`src/rtl/uart_tx_queue.sv`:
```
// Byte queue feeding a uart_tx: circular buffer plus a handshake FSM that pulses
// tx_start, waits for the transmitter's busy acknowledge and re-pulses on timeout.
module uart_tx_queue #(
   parameter int DEPTH_LOG2  = 4,
   parameter int ACK_TIMEOUT = 15
) (
   input  logic                  clk,
   input  logic                  rstn,
   input  logic                  push,
   input  logic [7:0]            wr_data,
   output logic                  full,
   output logic                  empty,
   output logic [DEPTH_LOG2:0]   count,
   output logic                  overflow,
   output logic [7:0]            tx_data,
   output logic                  tx_start,
   input  logic                  tx_busy,
   output logic                  idle
);

   localparam int DEPTH = 1 << DEPTH_LOG2;
   localparam int CNT_W = DEPTH_LOG2 + 1;
   localparam int TMR_W = (ACK_TIMEOUT > 1) ? $clog2(ACK_TIMEOUT) : 1;
   localparam logic [CNT_W-1:0] FULL_CNT = CNT_W'(DEPTH);
   localparam logic [TMR_W-1:0] TMR_LAST = TMR_W'(ACK_TIMEOUT - 1);

   typedef enum logic [1:0] {
      ST_IDLE      = 2'd0,
      ST_START     = 2'd1,
      ST_WAIT_ACK  = 2'd2,
      ST_WAIT_DONE = 2'd3
   } state_t;

   state_t                  state_r;
   state_t                  next_state_s;
   logic [7:0]              mem_r [DEPTH];
   logic [DEPTH_LOG2-1:0]   wr_ptr_r;
   logic [DEPTH_LOG2-1:0]   rd_ptr_r;
   logic [CNT_W-1:0]        count_r;
   logic                    overflow_r;
   logic [7:0]              tx_data_r;
   logic                    tx_start_r;
   logic [TMR_W-1:0]        timer_r;
   logic                    full_s;
   logic                    empty_s;
   logic                    push_ok_s;
   logic                    deq_s;

   // Flags decode the registered count only, so a same-cycle dequeue never admits a push.
   assign full_s    = (count_r == FULL_CNT);
   assign empty_s   = (count_r == {CNT_W{1'b0}});
   assign push_ok_s = push & ~full_s;

   assign full     = full_s;
   assign empty    = empty_s;
   assign idle     = (state_r == ST_IDLE) & empty_s;
   assign count    = count_r;
   assign overflow = overflow_r;
   assign tx_data  = tx_data_r;
   assign tx_start = tx_start_r;

   // Next-state decode; deq_s marks the IDLE->START hand-off that pops a byte.
   always_comb begin
      next_state_s = state_r;
      deq_s        = 1'b0;
      case (state_r)
         ST_IDLE: begin
            if (!empty_s && !tx_busy) begin
               next_state_s = ST_START;
               deq_s        = 1'b1;
            end else begin
               next_state_s = ST_IDLE;
            end
         end
         ST_START: begin
            next_state_s = ST_WAIT_ACK;
         end
         ST_WAIT_ACK: begin
            if (tx_busy) begin
               next_state_s = ST_WAIT_DONE;
            end else if (timer_r == TMR_LAST) begin
               next_state_s = ST_START;
            end else begin
               next_state_s = ST_WAIT_ACK;
            end
         end
         ST_WAIT_DONE: begin
            if (!tx_busy) begin
               next_state_s = ST_IDLE;
            end else begin
               next_state_s = ST_WAIT_DONE;
            end
         end
         default: begin
            next_state_s = ST_IDLE;
         end
      endcase
   end

   // State register, acknowledge timer and registered transmitter outputs.
   always_ff @(posedge clk or negedge rstn) begin
      if (!rstn) begin
         state_r    <= ST_IDLE;
         timer_r    <= {TMR_W{1'b0}};
         tx_start_r <= 1'b0;
         tx_data_r  <= 8'h00;
      end else begin
         state_r    <= next_state_s;
         tx_start_r <= (next_state_s == ST_START);
         if ((state_r == ST_WAIT_ACK) && (next_state_s == ST_WAIT_ACK)) begin
            timer_r <= timer_r + TMR_W'(1);
         end else begin
            timer_r <= {TMR_W{1'b0}};
         end
         if (deq_s) begin
            tx_data_r <= mem_r[rd_ptr_r];
         end else begin
            tx_data_r <= tx_data_r;
         end
      end
   end

   // Queue pointers, occupancy and sticky overflow.
   always_ff @(posedge clk or negedge rstn) begin
      if (!rstn) begin
         wr_ptr_r   <= {DEPTH_LOG2{1'b0}};
         rd_ptr_r   <= {DEPTH_LOG2{1'b0}};
         count_r    <= {CNT_W{1'b0}};
         overflow_r <= 1'b0;
      end else begin
         if (push_ok_s) begin
            wr_ptr_r <= wr_ptr_r + DEPTH_LOG2'(1);
         end
         if (deq_s) begin
            rd_ptr_r <= rd_ptr_r + DEPTH_LOG2'(1);
         end
         case ({push_ok_s, deq_s})
            2'b10:   count_r <= count_r + CNT_W'(1);
            2'b01:   count_r <= count_r - CNT_W'(1);
            default: count_r <= count_r;
         endcase
         if (push && full_s) begin
            overflow_r <= 1'b1;
         end
      end
   end

   // Storage array; contents are don't-care after reset.
   always_ff @(posedge clk) begin
      if (push_ok_s) begin
         mem_r[wr_ptr_r] <= wr_data;
      end
   end

endmodule

```
`config.mk`:
```
export PLATFORM = sky130hd
export DESIGN_NAME = uart_tx_queue
export DESIGN_NICKNAME = d
export VERILOG_FILES = /design/src/rtl/uart_tx_queue.sv
export SDC_FILE = /design/constraint.sdc
export NUM_CORES = 1
export LEC_CHECK = 0
export ABC_AREA = 0
export CORE_ASPECT_RATIO = 1.75
export CORE_MARGIN = 3
export CORE_UTILIZATION = 40
export CTS_CLUSTER_DIAMETER = 100
export DETAILED_ROUTE_END_ITERATION = 10
export SKIP_LAST_GASP = 1
export SLEW_MARGIN = 10
export SYNTH_ARGS = -nofsm -noshare
export SYNTH_HDL_FRONTEND = slang
export SYNTH_SLANG_ARGS = --single-unit
```
`constraint.sdc`:
```
create_clock -name clk -period 2.7 [get_ports clk]
set_clock_uncertainty 0.2 [all_clocks]
set_input_delay 0.675 -clock clk [delete_from_list [all_inputs] [get_ports clk]]
set_output_delay 0.675 -clock clk [all_outputs]
set_load 0.02 [all_outputs]
```
==> results of run 1 <==
[metal layers]
layer / vias up / track usage [%] / part of all wire, %
li1: 1495 / - / -
met1: 1686 / 16.4 / 37
met2: 66 / 28.1 / 58
met3: 16 / 4.35 / 3.0
met4: 0 / 4.55 / 1.8
met5: - / 0 / 0
[layout make-up]
class / instances / area (um2) / share of cell area [%]
clock buffer: 20 / 447 / 5.83
inverter: 6 / 22.5 / 0.294
tap: 186 / 233 / 3.04
timing repair buffer: 62 / 527 / 6.87
sequential: 157 / 4570 / 59.7
clock inverter: 12 / 139 / 1.81
multi-input combinational: 162 / 1730 / 22.5
[registers in the layout, indices dropped and copies added (netlist names)]
| register | count |
|---|---|
| tx_data | 8 |
| state_r | 2 |
| count | 5 |
| rd_ptr_r | 4 |
| wr_ptr_r | 4 |
| timer_r | 4 |
| overflow | 1 |
| mem_r | 128 |
| tx_start | 1 |
[repair_timing]
item                       in CTS  in global routing
buffers inserted                1                  1
setup endpoints to repair       3                  4
hold buffers                    0                  0
hold endpoints to repair        0                  0
resized for setup              13                  4
pin swaps                       1                  2
[where the power goes]
group	internal, mW	leakage (nW)	switching [mW]	total (mW)
combinational	1.18	0.916	1.14	2.32
clock	1.39	0.274	0.938	2.33
sequential	3.01	1.50	0.351	3.36
total	5.59	2.68	2.43	8.02
[worst max-delay path: stages, from the launching register on]
cell     delay (ns)
dfrtp_2        0.44
or4_4          0.58
nor2_2         0.12
buf_2          0.18
[layout by cell type, fill, tap and decap left out, drive strengths merged, types with 5 or more instances in the layout]
cell type      netlist  routed
a21oi               12      12
buf                 13      36
clkbuf               6      20
clkdlybuf4s50        0      26
dfrtp               29      29
edfxtp             128     128
ha                  11      11
inv                  6       9
mux2                10      10
mux4                32      32
nand2                7       7
nor2                23      23
nor3                 5       5
o22ai               16      16
xnor2                8       8
xor2                 5       5
[final timing paths]
check                                           to            startpoint  slack [ns]
min in group asynchronous  wr_ptr_r[3]$_DFFE_PN0P_                  rstn        0.45
min reg2reg                   overflow$_DFFE_PN0P_  overflow$_DFFE_PN0P_        0.26
max in group asynchronous  rd_ptr_r[1]$_DFFE_PN0P_                  rstn        1.54
min                           overflow$_DFFE_PN0P_  overflow$_DFFE_PN0P_        0.26
max                                           full  count[0]$_DFFE_PN0P_        0.09
max reg2reg                   count[4]$_DFFE_PN0P_  count[2]$_DFFE_PN0P_        0.18
[kinds of logic (layout without fill, tap and decap cells)]
logic type / count (synthesis) / after routing / share of synthesized area [%]
AOI/OAI and AO/OA: 44 / 44 / 4.60
xor gates and xnor gates: 13 / 13 / 1.78
adders and majority gates: 11 / 11 / 2.15
buffers and inverters: 25 / 100 / 2.21
DFF: 157 / 157 / 71.4
muxes: 42 / 42 / 13.7
and+or+nand+nor: 52 / 52 / 4.09
[metrics by stage]
stage	cell area, um2	setup TNS, ns	hold WS, ns
global route	7670	-0.0139	0.286
floorplan	6440	0	0.179
global placement	7060	-0.848	0.241
finish	7670	0	0.256
CTS	7640	0	0.260
detailed placement	7060	-1.09	0.246
==> out/qor.yml, run 1 <==
drt-total-wl_um: 12400
grt_pass1_wl_um: 19700
netlist_instances: 344
pre_cts_ws_ns: -0.356
die_x_um: 102
maxCapViolations: 0
outcome: "finished, final reports clean"
stdcell_count: 605
port_buffers: 29
p_total_mw: 8.02
htreeDepth: 4
tightest_slew_ns: 0.684
synth.distinct_cells: 45
start_util_pct: 41.2
vias_per_cell: 5.39
cts_buffer_depth: 2
cts_buffers: 17
worst_setup_path_start_kind: "flip-flop"
post-route-period-util_pct: 96.7
synth_commonest_cells: "128 x edfxtp_1, 29 x dfrtp_1, 23 x nor2_1"
cts_tree: "yes"
setup_viol: 0
dr_total_vias: 3263
hold_class: "flip-flop to flip-flop"
netlist.area_leader.share_pct: 60.1
overflow: 0
clock_latency_ns: 0.42
ant_nets: 0
ys_warn_count: 0
leakage_nw: 2.68
ys_ff_latch: 157
netlist_top_cells_area: "edfxtp_1 60%, dfrtp_1 11%, mux4_2 7.0%"
firstDrtPassIters: 4
floorplan.io_pins: 30
worstPathMaxFanout: 4
fmax_ghz: 0.383
die_h_um: 173
yosys.cell_count.top_type: "edfxtp_1"
syn_area_um2: 6400
nFillCells: 1255
wl_per_cell_um: 20.5
drc_errors: 0
synth_fp_nets: 367
fin_crit_ns: 2.61
clkSinkCount: 157
synth_edf_count: 128
hold_depth: 1
reg2reg_depth: 10
timing.final.hold_violations: 0
dpl.hpwl_um: 8690
dp_cells: 571
yosysSeqAreaShare_pct: 71.4
critical_path_class: "flip-flop to output port"
critPathCaptureType: "output port"
clockRootBuffer: "clkbuf_16"
core_um2: 15500
setup_slack_ns: 0.0902
fin_nets: 429
first_iter_violations: 208
slew_viol_final: 0
fin_util_pct: 49.3
async_flop_share_pct: 18.5
grt_max_degree: 35
gp_congestion: 0.850
slew-limit-headroom_pct: 54.4
drive_above_1_share_pct: 26.3
powerDensity_nw_per_um2: 1050
area_growth_pct: 19.9
antenna_found_initial: 0
ir_drop_mv: 0.374
synthFlopType: "edfxtp_1"
antenna_cells: 0
dieArea_um2: 17600
rsz0062_at_grt: "yes"
crit_required_ns: 1.82
grt.total_usage_pct: 15.2
clk_pin_slew_ns: 0.06
grt_pass1_vias: 3447
rows: 60
yosys.area.top_type: "edfxtp_1"
arrival_ns: 1.73
syn_area_per_cell_um2: 18.6
No activity file was read; power rests on OpenSTA's default activity.
==> inputs of run 2 (changes only) <==
Settings changed: SLEW_MARGIN 10 to 5.
==> results of run 2 <==
Same layout as run 1: the final DEF is identical, and so are final timing and power.
